==> config.mk <==
export PLATFORM = sky130hd
export DESIGN_NAME = j_dac_fifo_flat
export DESIGN_NICKNAME = d
export VERILOG_FILES = /design/src/rtl/j_dac_fifo_if.sv /design/src/rtl/j_dac_fifo.sv /design/src/flat_wrapper.sv
export SDC_FILE = /design/constraint.sdc
export NUM_CORES = 1
export LEC_CHECK = 0
export CORE_MARGIN = 1.5
export CORE_UTILIZATION = 45
export DETAILED_ROUTE_END_ITERATION = 10
export DONT_BUFFER_PORTS = 1
export PLACE_DENSITY_LB_ADDON = 0.2
export SLEW_MARGIN = 20
export SYNTH_ARGS = -nofsm -noshare
export SYNTH_HDL_FRONTEND = slang
export SYNTH_SLANG_ARGS = --single-unit
==> constraint.sdc <==
create_clock -name clk -period 8 [get_ports clk]
set_input_delay 2.4 -clock clk [delete_from_list [all_inputs] [get_ports clk]]
set_output_delay 2.4 -clock clk [all_outputs]
set_load 0.02 [all_outputs]
==> src/rtl/j_dac_fifo_if.sv <==
// DSP-bus side of the audio DAC frame FIFO. The bus master drives the strobes
// and the DAC block returns its samples, serial stream and status.
interface j_dac_fifo_if #(
    parameter int NCH   = 2,
    parameter int WIDTH = 16,
    parameter int DEPTH = 8
);
    localparam int CHW = (NCH > 1) ? $clog2(NCH) : 1;
    localparam int LW  = $clog2(DEPTH) + 1;

    logic                 dacw;
    logic [CHW-1:0]       dch;
    logic [WIDTH-1:0]     dspd;
    logic                 ts;
    logic                 clr;
    logic [NCH*WIDTH-1:0] dac_out;
    logic                 sdo;
    logic                 sfs;
    logic                 sact;
    logic [LW-1:0]        level;
    logic                 tint;
    logic                 underrun;
    logic                 overflow;
    logic                 slip;

    modport master (
        output dacw, dch, dspd, ts, clr,
        input  dac_out, sdo, sfs, sact, level, tint, underrun, overflow, slip
    );

    modport slave (
        input  dacw, dch, dspd, ts, clr,
        output dac_out, sdo, sfs, sact, level, tint, underrun, overflow, slip
    );
endinterface

==> src/rtl/j_dac_fifo.sv <==
// N-channel audio DAC block: staged channel writes commit whole frames into a
// FIFO; each sample tick pops one frame to the parallel outputs and a serial shifter.
module j_dac_fifo #(
    parameter int NCH   = 2,
    parameter int WIDTH = 16,
    parameter int DEPTH = 8,
    parameter int LWM   = 2
) (
    input  logic       clk,
    input  logic       reset,
    j_dac_fifo_if.slave bus
);
    localparam int FW = NCH * WIDTH;
    localparam int AW = $clog2(DEPTH);
    localparam int CW = $clog2(FW + 1);

    logic [WIDTH-1:0] stage_q [NCH];
    logic [WIDTH-1:0] stage_d [NCH];
    logic [FW-1:0]    mem_q   [DEPTH];
    logic [AW:0]      wptr_q, wptr_d, rptr_q, rptr_d, level;
    logic [FW-1:0]    dac_q, dac_d, shift_q, shift_d, frame_in, head;
    logic [CW-1:0]    cnt_q, cnt_d;
    logic             und_q, und_d, ovf_q, ovf_d, slip_q, slip_d;
    logic             wr_ok, commit, empty, full, pop, push, busy;

    // Reorders a frame so channel 0 sits in the MSBs; shifting left then
    // emits channel 0 first, each channel MSB first.
    function automatic logic [FW-1:0] serialize(input logic [FW-1:0] f);
        logic [FW-1:0] r;
        r = '0;
        for (int unsigned c = 0; c < NCH; c++)
            r[FW-1-c*WIDTH -: WIDTH] = f[c*WIDTH +: WIDTH];
        return r;
    endfunction

    assign wr_ok  = 32'(bus.dch) < NCH;
    assign commit = bus.dacw && (32'(bus.dch) == NCH - 1);
    assign level  = wptr_q - rptr_q;
    assign empty  = (level == '0);
    assign full   = (level == (AW+1)'(DEPTH));
    assign pop    = bus.ts && !empty;
    assign push   = commit && (!full || pop);
    assign head   = mem_q[rptr_q[AW-1:0]];
    assign busy   = (cnt_q != '0);

    always_comb begin
        frame_in = '0;
        for (int unsigned c = 0; c < NCH; c++)
            frame_in[c*WIDTH +: WIDTH] = (c == NCH - 1) ? bus.dspd : stage_q[c];
    end

    always_comb begin
        stage_d = stage_q;
        if (bus.dacw && wr_ok)
            stage_d[bus.dch] = bus.dspd;

        wptr_d = wptr_q + (AW+1)'(push);
        rptr_d = rptr_q + (AW+1)'(pop);
        dac_d  = pop ? head : dac_q;

        shift_d = shift_q;
        cnt_d   = cnt_q;
        // A tick always restarts the frame; on empty the held samples repeat.
        if (bus.ts) begin
            shift_d = serialize(pop ? head : dac_q);
            cnt_d   = CW'(FW);
        end else if (busy) begin
            shift_d = shift_q << 1;
            cnt_d   = cnt_q - 1'b1;
        end

        und_d  = (und_q  && !bus.clr) || (bus.ts && empty);
        ovf_d  = (ovf_q  && !bus.clr) || (commit && full && !pop);
        slip_d = (slip_q && !bus.clr) || (bus.ts && busy);
    end

    always_ff @(posedge clk or posedge reset) begin
        if (reset) begin
            stage_q <= '{default: '0};
            wptr_q  <= '0;
            rptr_q  <= '0;
            dac_q   <= '0;
            shift_q <= '0;
            cnt_q   <= '0;
            und_q   <= 1'b0;
            ovf_q   <= 1'b0;
            slip_q  <= 1'b0;
        end else begin
            stage_q <= stage_d;
            wptr_q  <= wptr_d;
            rptr_q  <= rptr_d;
            dac_q   <= dac_d;
            shift_q <= shift_d;
            cnt_q   <= cnt_d;
            und_q   <= und_d;
            ovf_q   <= ovf_d;
            slip_q  <= slip_d;
        end
    end

    always_ff @(posedge clk) begin
        if (push)
            mem_q[wptr_q[AW-1:0]] <= frame_in;
    end

    assign bus.dac_out  = dac_q;
    assign bus.sact     = busy;
    assign bus.sdo      = busy & shift_q[FW-1];
    assign bus.sfs      = (cnt_q == CW'(FW));
    assign bus.level    = level;
    assign bus.tint     = (level <= (AW+1)'(LWM));
    assign bus.underrun = und_q;
    assign bus.overflow = ovf_q;
    assign bus.slip     = slip_q;
endmodule

==> src/flat_wrapper.sv <==
// flat-port wrapper written by rule: the top's interface ports become plain ports
module j_dac_fifo_flat 
#(
    parameter int NCH   = 2,
    parameter int WIDTH = 16,
    parameter int DEPTH = 8,
    parameter int LWM   = 2
)
  (clk, reset, bus_dacw, bus_dch, bus_dspd, bus_ts, bus_clr, bus_dac_out, bus_sdo, bus_sfs, bus_sact, bus_level, bus_tint, bus_underrun, bus_overflow, bus_slip);
  j_dac_fifo_if #(.NCH(NCH), .WIDTH(WIDTH), .DEPTH(DEPTH)) bus_i ();
  input  logic clk;
  input  logic reset;
  input wire logic [$bits(bus_i.dacw)-1:0] bus_dacw;
  input wire logic [$bits(bus_i.dch)-1:0] bus_dch;
  input wire logic [$bits(bus_i.dspd)-1:0] bus_dspd;
  input wire logic [$bits(bus_i.ts)-1:0] bus_ts;
  input wire logic [$bits(bus_i.clr)-1:0] bus_clr;
  output wire logic [$bits(bus_i.dac_out)-1:0] bus_dac_out;
  output wire logic [$bits(bus_i.sdo)-1:0] bus_sdo;
  output wire logic [$bits(bus_i.sfs)-1:0] bus_sfs;
  output wire logic [$bits(bus_i.sact)-1:0] bus_sact;
  output wire logic [$bits(bus_i.level)-1:0] bus_level;
  output wire logic [$bits(bus_i.tint)-1:0] bus_tint;
  output wire logic [$bits(bus_i.underrun)-1:0] bus_underrun;
  output wire logic [$bits(bus_i.overflow)-1:0] bus_overflow;
  output wire logic [$bits(bus_i.slip)-1:0] bus_slip;
  assign bus_i.dacw = bus_dacw;
  assign bus_i.dch = bus_dch;
  assign bus_i.dspd = bus_dspd;
  assign bus_i.ts = bus_ts;
  assign bus_i.clr = bus_clr;
  assign bus_dac_out = bus_i.dac_out;
  assign bus_sdo = bus_i.sdo;
  assign bus_sfs = bus_i.sfs;
  assign bus_sact = bus_i.sact;
  assign bus_level = bus_i.level;
  assign bus_tint = bus_i.tint;
  assign bus_underrun = bus_i.underrun;
  assign bus_overflow = bus_i.overflow;
  assign bus_slip = bus_i.slip;
  j_dac_fifo #(.NCH(NCH), .WIDTH(WIDTH), .DEPTH(DEPTH), .LWM(LWM)) u_core (.clk(clk), .reset(reset), .bus(bus_i));
endmodule
Word-level counts from Yosys, hierarchy flattened:

Memories as Yosys holds them, arrays and structs flattened.
Index checks and enable logic that the tools add are counted.

* register bits after elaboration: 113
* bits in writable memories: 256
* output and inout bits: 43
* word-level logic and storage cells: 54
* memories kept: 1

* add/sub/neg operators: 4
* order comparisons: 3
* eq/ne operators: 2
* multiplexer cells: 10
* bitwise logic cells: 2
* reduce and logical (&&, ||, !) cells: 22

Memories
* u_core.mem_q: depth 8, bits a word 32, rd ports 1, clocked after memory_dff 0, write ports 1, line j_dac_fifo.sv:19 `logic [FW-1:0] mem_q [DEPTH];`

Operator list (number)
* 2-to-1 mux 32 bit: 3
* bitwise mux 32 bit: 1
* demux 16 bit (select 1 bit): 1
* 2-to-1 mux 16 bit: 1
* 2-to-1 mux 6 bit: 2
* logical AND 1 bit: 11
* adder 4 x 1 -> 4 bit: 2
* == test 6 bit, second input constant: 1
* nonzero test 6 bit: 1
* subtractor 6 x 1 -> 6 bit, second input constant: 1
* == test 4 bit, second input constant: 1
* less-or-equal comparator 4 x 2 -> 1 bit, second input constant: 1
* zero test 1 bit: 4
* zero test 4 bit: 1
* logical OR 1 bit: 4
* subtractor 4 bit: 1
* >= comparator 2 bit, second input constant: 1
* < comparator 2 x 1 -> 1 bit, second input constant: 1
* 2-to-1 mux 1 bit: 2
* inverter 1 -> 2 bit: 1
* nonzero test 2 bit: 1
* AND 1 bit: 1

Logic depth before layout (Yosys ltp):

* depth after elaboration: 8
* gate-level depth with buffers: 13

Worst setup path before layout:

OpenSTA, ideal clock, no wires.

* path kind: input to register
* from: input port bus_ts
* to: memory u_core.mem_q[2][0] (netlist bit) (enable)
* setup time: 513 ps
* arrival time: 6000 ps
* slack: 1487 ps
* stages: 3
* cell sequence: nor4_1 > nand3_1 > nor4b_1

* longest elaborated chain between the ends: 5

RTL lines
* from (decl): line flat_wrapper.sv:16 `input wire logic [$bits(bus_i.ts)-1:0] bus_ts;`
* logical AND 1 bit: line j_dac_fifo.sv:41 `assign pop = bus.ts && !empty;`
* logical OR 1 bit: line j_dac_fifo.sv:42 `assign push = commit && (!full || pop);`
* logical AND 1 bit: line j_dac_fifo.sv:42
* 2-to-1 mux 1 bit: line j_dac_fifo.sv:102 `if (push)`
* 2-to-1 mux 1 bit (not written as such): line j_dac_fifo.sv:103 `mem_q[wptr_q[AW-1:0]] <= frame_in;`
* to (decl): line j_dac_fifo.sv:19

No other way between the ends.

Final worst setup path:

* from: register u_core.rptr_q[0]
* to: output port bus_tint

* longest elaborated chain between the ends: 2

RTL lines
* from (decl): line j_dac_fifo.sv:20 `logic [AW:0] wptr_q, wptr_d, rptr_q, rptr_d, level;`
* from (signal assigned): line j_dac_fifo.sv:91 `rptr_q <= rptr_d;`
* subtractor 4 bit: line j_dac_fifo.sv:38 `assign level = wptr_q - rptr_q;`
* via bus_level[3]: line flat_wrapper.sv:22 `output wire logic [$bits(bus_i.level)-1:0] bus_level;`
* less-or-equal comparator 4 x 2 -> 1 bit: line j_dac_fifo.sv:111 `assign bus.tint = (level <= (AW+1)'(LWM));`
* to (decl): line flat_wrapper.sv:23 `output wire logic [$bits(bus_i.tint)-1:0] bus_tint;`

The timed path passes the listed nets, and every way through them passes these cells.

==> qor.csv <==
stage,metric,value,unit
worst_setup_path,end_kind,output port,
power,ir_drop,0.184,mV
worst_setup_path,worstSetupPathType,reg -> out,
timing,relSlewSlack,21.3,%
synthesis,ys_seq_area_share,72.1,%
floorplan,chipHeight,180,um
floorplan,rows,64,
synthesis,synth-seq-cells,353,
synthesis,synth_area,14000,sq um
final_layout,drive_above_1_share,25.2,%
placed_design,place.gp.congestion,0.864,
timing,fmax,180,MHz
drt,vias,7269,
final_layout,n_antenna_cell,0,
final_layout,syn2layout_area_growth,12.4,%
run,maxCapViolations,0,
timing,maxSlewViolCount,0,
drt,wire_per_inst,25.0,um
floorplan,start_util,45.8,%
synthesis,yosys.area.top_type_share,54.8,%
synthesis,synthCells,767,
drt,postRouteAntennaNets,0,
run_status,status,"finished, final reports clean",
power,power.total,6.34,mW
drt,drtIter0Drc,602,
placed_design,post-place-ws,2990,ps
drt,totalWireLength,29.9,mm
clock_network,cts_sinks,353,
worst_hold_path,hp-class,reg -> reg,
placed_design,port_buffers,0,
floorplan,dieArea,32300,sq um
synthesis,synth_cell_types,48,
global_routing,grt.total_usage,18.8,%
clock_network,cts_buffer_depth,3,
clock_network,cts_tree,built,
synthesis,avgSynthCellArea,18.3,sq um
clock_network,cts_max_level,2,
timing,min_period,5540,ps
global_routing,grt-ovfl-total,0,
worst_setup_path,start_kind,flip-flop,
global_routing,grt_pass1_vias,7332,
clock_network,cts.repair.resized,0,
timing,tns,0,ps
clock_network,clock_latency,530,ps
worst_setup_path,arrival,3140,ps
clock_network,cts_root_buf,clkbuf_16,
global_routing,grt_pass1_wl,45.5,mm
clock_network,post_cts_buffers,0,
floorplan,core_area,30700,sq um
floorplan,die_w,180,um
synthesis,ys.warnings.count,0,
drt,drtPass1Iterations,5,
worst_setup_path,required,5600,ps
final_layout,nets,807,
global_routing,antenna_found_initial,5,
synthesis,synth_top_area_cell,edfxtp_1,
clock_network,cts_made_buffers,37,
clock_network,hold_buffers,0,
drt,drc,0,
floorplan,io_pins,65,
timing,hold_violations,0,
timing,setup_ws,2460,ps
global_routing,grt_max_degree,80,
synthesis,synth_area_leaders,"edfxtp_1 55%, dfrtp_1 17%, mux4_2 10%",
timing,setup_viol,0,
timing,clock_skew,17.7,ps
placed_design,hpwl,16.9,mm
worst_setup_path,crit_fanout,36,
timing,tightest_slew,1170,ps
timing,rsz0062_at_grt,no,
drt,vias_per_cell,6.06,
synthesis,syn_nets,799,
placed_design,placed_cell_area,14500,sq um
final_layout,final_cell_area,15800,sq um
timing,finalCritPeriodShare,69.3,%
power,power_density,402,nW/um^2
power,cellLeakagePower,5.42,nW
clock_network,clk_pin_slew_worst_paths,60,ps
[synth_stat cells, drive strengths merged]
master,count
a211oi,1
a21o,1
a21oi,5
a22oi,31
a311o,2
a31oi,1
a32o,1
and2,1
and3,1
and3b,1
and4b,1
buf,18
clkbuf,31
clkinv,1
dfrtp,97
edfxtp,256
fa,1
ha,9
inv,45
mux2,47
mux2i,2
mux4,64
nand2,5
nand2b,3
nand3,3
nand3b,2
nor2,12
nor2b,1
nor3,4
nor4,1
nor4b,3
o21ai,34
o22ai,3
o311ai,62
o31a,1
o31ai,1
or2,1
or3,3
or4,1
or4b,1
xnor2,4
xor2,5
[stage by stage]
step	utilization, %	std cells	hold WS (ps)
finish	51.5	1199	501
global route	51.5	1199	533
floorplan	-	767	464
CTS	51.4	1199	503
global placement	47.3	1132	486
detailed placement	47.3	1132	485
[per-layer routing]
layer / global-route usage (%) / vias to the layer above / wire length (um) / share of wire, %
li1: - / 3132 / - / -
met1: 27.0 / 3796 / 13200 / 44
met4: 6.47 / 0 / 831 / 2.8
met3: 3.93 / 48 / 2190 / 7.3
met2: 28.5 / 293 / 13700 / 46
met5: 0 / - / 0 / 0
[where the power goes]
group	leakage (nW)	total (mW)	switching [mW]	internal, mW
Clock	0.626	1.77	0.702	1.07
Sequential	3.49	2.67	0.343	2.33
Combinational	1.31	1.90	1.14	0.759
[kinds of logic after synthesis]
group	after synthesis	synth area share, %
XOR/XNOR	9	0.562
adder cells (fa/ha/maj)	10	0.945
multiplexers	113	14.2
buffers and inverters	95	2.86
AND/OR/NAND/NOR	44	1.86
AO/OA/AOI/OAI	143	7.53
flip-flops	353	72.1
[worst max-delay path: stages, from the launching register on]
cell      delay [ps]
dfrtp_4          660
ha_1             310
nand3b_1         230
and3_1           180
buf_4            220
or2_2            400
a211oi_1         620
[placed cells by master, fill, tap and decap left out, drive strengths merged, types with 2 or more instances in the layout]
| master | n |
|---|---|
| nor3 | 4 |
| clkbuf | 44 |
| o22ai | 3 |
| inv | 46 |
| nand3b | 2 |
| a311o | 2 |
| xnor2 | 4 |
| buf | 18 |
| nand2 | 5 |
| nand3 | 3 |
| a22oi | 31 |
| ha | 9 |
| bufinv | 6 |
| o21ai | 34 |
| or3 | 3 |
| o311ai | 62 |
| mux2 | 47 |
| mux4 | 64 |
| edfxtp | 256 |
| xor2 | 5 |
| clkinv | 17 |
| mux2i | 2 |
| nor4b | 3 |
| a21oi | 5 |
| dfrtp | 97 |
| nor2 | 12 |
| nand2b | 3 |
[layout make-up]
cell class                 count  area, sq um
inverter                      46          175
multi-input combinational    319         3590
timing repair buffer          18          139
sequential                   353        10100
clock inverter                23          292
tap                          396          495
fill                        2467        14900
clock buffer                  44          973
[path summary, 6_finish.rpt]
check / startpoint / to / slack [ps] / cells past startpoint
max reg2reg: u_core.rptr_q[0]$_DFF_PP0_ / u_core.rptr_q[3]$_DFF_PP0_ / 4080 / 11
min: u_core.rptr_q[3]$_DFF_PP0_ / u_core.rptr_q[3]$_DFF_PP0_ / 500 / 1
min in group asynchronous: reset / u_core.bus.dac_out[18]$_DFF_PP0_ / 1690 / 1
min reg2reg: u_core.rptr_q[3]$_DFF_PP0_ / u_core.rptr_q[3]$_DFF_PP0_ / 500 / 1
max in group asynchronous: reset / u_core.rptr_q[0]$_DFF_PP0_ / 5210 / 2
max: u_core.rptr_q[0]$_DFF_PP0_ / bus_tint / 2460 / 6
[state kept, by name (all words and copies together) (netlist names), 4 cells and up]
signal,cells
u_core.shift_q,32
u_core.rptr_q,4
u_core.mem_q,256
u_core.cnt_q,6
u_core.bus.dac_out,32
u_core.wptr_q,4
u_core.frame_in,16
Note: power is estimated with default switching activity, not from simulation.
